File: config.mk
export PLATFORM = sky130hd
export DESIGN_NAME = data_mem_resp
export DESIGN_NICKNAME = d
export VERILOG_FILES = /design/src/rtl/data_mem_resp.sv
export SDC_FILE = /design/constraint.sdc
export NUM_CORES = 2
export LEC_CHECK = 0
export CAP_MARGIN = 10
export CORE_MARGIN = 3
export CORE_UTILIZATION = 60
export CTS_CLUSTER_SIZE = 16
export DETAILED_ROUTE_END_ITERATION = 10
export MAX_ROUTING_LAYER = met4
export PLACE_DENSITY_LB_ADDON = 0.15
export SLEW_MARGIN = 0
export SYNTH_ARGS = -nofsm -noshare
export SYNTH_HDL_FRONTEND = slang
export SYNTH_SLANG_ARGS = --single-unit
File: constraint.sdc
create_clock -name clk -period 7.3 [get_ports clk]
set_input_delay 1.46 -clock clk [delete_from_list [all_inputs] [get_ports clk]]
set_output_delay 1.46 -clock clk [all_outputs]
set_load 0.005 [all_outputs]
File: src/rtl/data_mem_resp.sv
// data_mem_resp: word-organised data memory behind a CPU data port.
// One request is in flight at a time. An accepted request waits WAIT_CYCLES
// cycles, then completes with a one-cycle ready pulse and an err flag.
// Misaligned, out-of-range and read+write-together requests are rejected
// with no side effects.
`timescale 1ns/1ps

module data_mem_resp #(
  parameter int DEPTH       = 64,  // number of 32-bit words, 1..1024
  parameter int WAIT_CYCLES = 1    // wait cycles added before each response, 0..15
) (
  input  logic        clk,
  input  logic        rst,        // asynchronous, active low
  input  logic        mem_read,
  input  logic        mem_write,
  input  logic [3:0]  byte_en,
  input  logic [31:0] addr,
  input  logic [31:0] wdata,
  output logic [31:0] rdata,
  output logic        ready,
  output logic        err,
  output logic        busy,
  output logic [15:0] wr_count
);

  localparam int         AW       = (DEPTH > 1) ? $clog2(DEPTH) : 1;
  localparam logic [3:0] CNT_INIT = 4'(WAIT_CYCLES);

  localparam logic [1:0] S_IDLE = 2'd0;
  localparam logic [1:0] S_WAIT = 2'd1;
  localparam logic [1:0] S_DONE = 2'd2;

  // Merge new data into an old word, lane by lane, under the byte enables.
  function automatic logic [31:0] merge_lanes(input logic [31:0] old_w,
                                              input logic [31:0] new_w,
                                              input logic [3:0]  be);
    logic [31:0] m;
    for (int i = 0; i < 4; i++) begin
      m[8*i +: 8] = be[i] ? new_w[8*i +: 8] : old_w[8*i +: 8];
    end
    return m;
  endfunction

  // FSM and transaction registers.
  logic [1:0]  state_q,    state_d;
  logic [3:0]  cnt_q,      cnt_d;
  logic [31:0] addr_q,     addr_d;
  logic [31:0] wdata_q,    wdata_d;
  logic [3:0]  be_q,       be_d;
  logic        rd_q,       rd_d;
  logic        wr_q,       wr_d;

  // Output registers.
  logic [31:0] rdata_q,    rdata_d;
  logic        ready_q,    ready_d;
  logic        err_q,      err_d;
  logic        busy_q,     busy_d;
  logic [15:0] wr_count_q, wr_count_d;

  // Storage; deliberately has no reset so contents survive rst.
  logic [31:0] mem_q [DEPTH];

  // Transaction view: live inputs while still in IDLE (needed when
  // WAIT_CYCLES=0 completes straight from IDLE), latched copy otherwise.
  logic        in_idle_s;
  logic        accept_s;
  logic [31:0] txn_addr_s;
  logic [31:0] txn_wdata_s;
  logic [3:0]  txn_be_s;
  logic        txn_rd_s;
  logic        txn_wr_s;
  logic [29:0] idx_s;
  logic [AW-1:0] mem_idx_s;
  logic        misalign_s;
  logic        out_of_range_s;
  logic        conflict_s;
  logic        bad_s;
  logic        enter_done_s;
  logic        wr_commit_s;
  logic        rd_commit_s;

  assign in_idle_s   = (state_q == S_IDLE);
  assign accept_s    = in_idle_s & (mem_read | mem_write);

  assign txn_addr_s  = in_idle_s ? addr      : addr_q;
  assign txn_wdata_s = in_idle_s ? wdata     : wdata_q;
  assign txn_be_s    = in_idle_s ? byte_en   : be_q;
  assign txn_rd_s    = in_idle_s ? mem_read  : rd_q;
  assign txn_wr_s    = in_idle_s ? mem_write : wr_q;

  assign idx_s          = txn_addr_s[31:2];
  assign mem_idx_s      = idx_s[AW-1:0];
  assign misalign_s     = (txn_addr_s[1:0] != 2'b00);
  assign out_of_range_s = (idx_s >= 30'(DEPTH));
  assign conflict_s     = txn_rd_s & txn_wr_s;
  assign bad_s          = misalign_s | out_of_range_s | conflict_s;

  // A legal operation takes effect only on the edge that enters DONE.
  assign wr_commit_s = enter_done_s & ~bad_s & txn_wr_s;
  assign rd_commit_s = enter_done_s & ~bad_s & txn_rd_s;

  // Next-state logic for the IDLE/WAIT/DONE sequencer and request latch.
  always_comb begin
    state_d      = state_q;
    cnt_d        = cnt_q;
    addr_d       = addr_q;
    wdata_d      = wdata_q;
    be_d         = be_q;
    rd_d         = rd_q;
    wr_d         = wr_q;
    enter_done_s = 1'b0;
    case (state_q)
      S_IDLE: begin
        if (accept_s) begin
          addr_d  = addr;
          wdata_d = wdata;
          be_d    = byte_en;
          rd_d    = mem_read;
          wr_d    = mem_write;
          if (WAIT_CYCLES == 0) begin
            state_d      = S_DONE;
            cnt_d        = 4'd0;
            enter_done_s = 1'b1;
          end else begin
            state_d = S_WAIT;
            cnt_d   = CNT_INIT;
          end
        end else begin
          state_d = S_IDLE;
        end
      end
      S_WAIT: begin
        // cnt<=1 rather than ==1 so a corrupted zero count cannot stall.
        if (cnt_q <= 4'd1) begin
          state_d      = S_DONE;
          cnt_d        = 4'd0;
          enter_done_s = 1'b1;
        end else begin
          state_d = S_WAIT;
          cnt_d   = cnt_q - 4'd1;
        end
      end
      S_DONE: begin
        state_d = S_IDLE;
        cnt_d   = 4'd0;
      end
      default: begin
        state_d = S_IDLE;
        cnt_d   = 4'd0;
      end
    endcase
  end

  // Next values of the registered outputs.
  always_comb begin
    ready_d = enter_done_s;
    err_d   = enter_done_s & bad_s;
    busy_d  = (state_d != S_IDLE);
    if (rd_commit_s) begin
      rdata_d = mem_q[mem_idx_s];
    end else begin
      rdata_d = rdata_q;
    end
    if (wr_commit_s && (wr_count_q != 16'hFFFF)) begin
      wr_count_d = wr_count_q + 16'd1;
    end else begin
      wr_count_d = wr_count_q;
    end
  end

  // Sequencer, request latch and output registers with asynchronous reset.
  always_ff @(posedge clk or negedge rst) begin
    if (!rst) begin
      state_q    <= S_IDLE;
      cnt_q      <= 4'd0;
      addr_q     <= 32'd0;
      wdata_q    <= 32'd0;
      be_q       <= 4'd0;
      rd_q       <= 1'b0;
      wr_q       <= 1'b0;
      rdata_q    <= 32'd0;
      ready_q    <= 1'b0;
      err_q      <= 1'b0;
      busy_q     <= 1'b0;
      wr_count_q <= 16'd0;
    end else begin
      state_q    <= state_d;
      cnt_q      <= cnt_d;
      addr_q     <= addr_d;
      wdata_q    <= wdata_d;
      be_q       <= be_d;
      rd_q       <= rd_d;
      wr_q       <= wr_d;
      rdata_q    <= rdata_d;
      ready_q    <= ready_d;
      err_q      <= err_d;
      busy_q     <= busy_d;
      wr_count_q <= wr_count_d;
    end
  end

  // Byte-lane write into the array on the edge a legal write enters DONE.
  always_ff @(posedge clk) begin
    if (wr_commit_s) begin
      mem_q[mem_idx_s] <= merge_lanes(mem_q[mem_idx_s], txn_wdata_s, txn_be_s);
    end
  end

  assign rdata    = rdata_q;
  assign ready    = ready_q;
  assign err      = err_q;
  assign busy     = busy_q;
  assign wr_count = wr_count_q;

endmodule

==> flow_summary.toml <==
[route]
drt_iter0_drc = 8474
drt-total-wl_um = 253000
vias = 52090
vias_per_cell = 7.293
ant_nets = 0
wl_per_cell_um = 35.42
drc = 0
drt-pass1-iter-count = 7

[clock_tree]
htreeDepth = 4
post_cts_resized = 0
cts_buffer_depth = 3
holdBufCountCts = 0
postCtsSetupRepairBufs = 0
insertion_delay_ns = 0.85
cts.clk_slew.worst_paths_ns = 0.06
cts_buffers = 207
cts_sinks = 2174
root_buffer = "clkbuf_16"
cts_tree = "built"

[setup_path]
crit_path_cell_trace = "clkdlybuf4s50_1, or3b_1, nand2_8, nand3_1, buf_4, a21oi_1, nor4_1, buf_4, nand4_1, nor3_1, o22ai_4, buf_12"
critPathBufInv = 4
crit_family = "simple AND/OR/NAND/NOR gates"
max_stage_delay_ns = 1.02
worst_path_max_delay_cell = "nor4_1"
crit_fanout = 64
cp.arrival_ns = 6.39
critPathRequiredTime_ns = 7.81
critPathLaunchType = "input port"
crit_top_cell = "buf_4"
critical_path_class = "in2reg"
critPathCaptureType = "flip-flop"

[sta]
max_freq_mhz = 170.1
grt_setup_unrepaired = "no"
relSlewSlack = 0.1003
finalCriticalPeriod_ns = 5.878
hold_violations = 0
setup_tns_ns = 0
worst_clock_skew_ns = 0.02939
min_period_over_period = 0.8053
drv_slew = 0
setup_violations = 0
worst_pin_slew_ns = 1.335

[grt]
grt_pass1_vias = 49390
grt_overflow = 0
globalRouteTotalUtil = 0.3684
grt_max_degree = 96
grt_pass1_wl_um = 359400
antenna_found_initial = 10

[yosys]
synth_edf_count = 2048
ys_seq_area_frac = 0.7894
synth-seq-cells = 2174
synth_flop_cell = "edfxtp_1"
postSynthCellCount = 4943
yosysWarnings = 0
synth_area_um2 = 81900
async_flop_share = 0.05796
synth_area_per_cell_um2 = 16.57
synth.distinct_cells = 74
synthesis.nets = 5018

[floorplanning]
start_util = 0.6091
chipWidth_um = 375.5
rows = 134
io_pins = 123
dieArea_um2 = 141000
die_y_um = 375.5
core_um2 = 134500

[layout]
area_growth_pct = 14.86
nets = 5260
most-common-layout-cells = "2048 x edfxtp_1, 576 x a22oi_1, 425 x nand2_1, 392 x a221oi_1, 210 x clkbuf_16"
fillers = 8494
final_common_cell = "edfxtp_1"
final_cells = 7142
drive_gt1_frac = 0.1271

[worst_hold_path]
min_path_type = "reg2reg"

[placed_design]
port_buffers = 122
hpwl_um = 147400
dp.cells = 6742
gp_congestion = 0.9354

[pwr]
powerDensity_nw_per_um2 = 494.2
power.leakage_nw = 29.84
vdd.ir_drop.worst_mv = 0.5116

[run_status]
status = "finished, final reports clean"

[flow_run]
drv_cap = 0
[report_power, final]
group / switching (W) / internal (W) / leakage (nW) / total [W]
Clock: 0.00454 / 0.00575 / 3.15 / 0.0103
Combinational: 0.0132 / 0.00433 / 6.63 / 0.0175
Sequential: 0.000231 / 0.0185 / 20.1 / 0.0187
Total: 0.0179 / 0.0285 / 29.8 / 0.0465
[cells in the mapped netlist (68+ instances only)]
library cell / count / area share
edfxtp_1: 2048 / 0.75
a22oi_1: 576 / 0.053
nand2_1: 426 / 0.020
a221oi_1: 392 / 0.042
clkbuf_1: 179 / 0.0082
a21oi_1: 139 / 0.0085
nor2_1: 132 / 0.0060
dfrtp_1: 126 / 0.038
buf_2: 118 / 0.0072
o22ai_1: 117 / 0.0089
o21ai_0: 85 / 0.0052
o211ai_1: 81 / 0.0074
nor3_1: 68 / 0.0042
[path summary, 6_finish.rpt]
check | start | endpoint | slack (ns) | depth (start not counted)
setup / recovery | addr[4] | mem_q[55][4] | 1.42 | 12
hold / removal | addr_q[26] | addr_q[26] | 0.47 | 2
setup reg to reg | ready | mem_q[55][4] | 1.70 | 11
hold reg to reg | addr_q[26] | addr_q[26] | 0.47 | 2
max in group asynchronous | rst | wdata_q[19] | 5.40 | 2
min in group asynchronous | rst | wr_count[14] | 0.74 | 1
[worst register-to-register path, stage by stage (launching register included)]
cell and delay, ns:
dfrtp_1 0.63, nor2_4 0.69, o21ai_0 0.45, nand3_1 0.20
buf_4 0.49, a21oi_1 0.10, nor4_1 0.99, buf_4 0.28
nand4_1 0.45, nor3_1 0.54, o22ai_4 0.14, buf_12 0.21
[flip-flops by register name (all words and copies together), names as in the netlist]
| name | flops |
|---|---|
| busy | 1 |
| rdata | 32 |
| rd_q | 1 |
| cnt_q | 4 |
| wr_count | 16 |
| wr_q | 1 |
| state_q | 1 |
| err | 1 |
| mem_q | 2048 |
| addr_q | 32 |
| wdata_q | 32 |
| ready | 1 |
| be_q | 4 |
[metrics by stage]
step	hold slack [ns]	power, W	cell area [um2]	util	setup WS, ns
floorplan	0.4403	0.02780	81900	-	0.7753
global placement	0.4522	0.03547	87550	0.6511	0.6848
detailed placement	0.4575	0.03585	87550	0.6511	0.6924
CTS	0.4726	0.04600	94030	0.6993	1.593
global route	0.4985	0.04773	94070	0.6996	1.425
finish	0.4747	0.04649	94070	0.6996	1.422
[cell families (layout without fill, tap and decap cells)]
kind of cell	Yosys count	after routing	share of synthesized area
other	0	10	0
and+or+nand+nor	820	820	0.04432
adders and majority gates	3	3	0.0004584
DFF	2174	2174	0.7894
muxes	60	60	0.009029
AOI/OAI and AO/OA	1509	1509	0.1361
xor gates and xnor gates	13	13	0.001390
buffers and inverters	364	785	0.01936
[per-layer routing]
| metal | track usage | routed length (um) |
|---|---|---|
| met2 | 0.5333 | 114800 |
| met1 | 0.5016 | 90160 |
| met3 | 0.09665 | 35930 |
| met5 | - | 0 |
| met4 | 0.1568 | 12100 |
[layout make-up]
type | instances | area (um2) | area share
inverter | 23 | 86.33 | 0.0009177
multi-input combinational | 2405 | 16760 | 0.1782
clock buffer | 283 | 5629 | 0.05984
antenna | 10 | 25.02 | 0.0002660
timing repair buffer | 374 | 3852 | 0.04095
tap | 1768 | 2212 | 0.02352
clock inverter | 105 | 850.8 | 0.009044
sequential | 2174 | 64650 | 0.6873
Note: power is estimated with default switching activity, not from simulation.
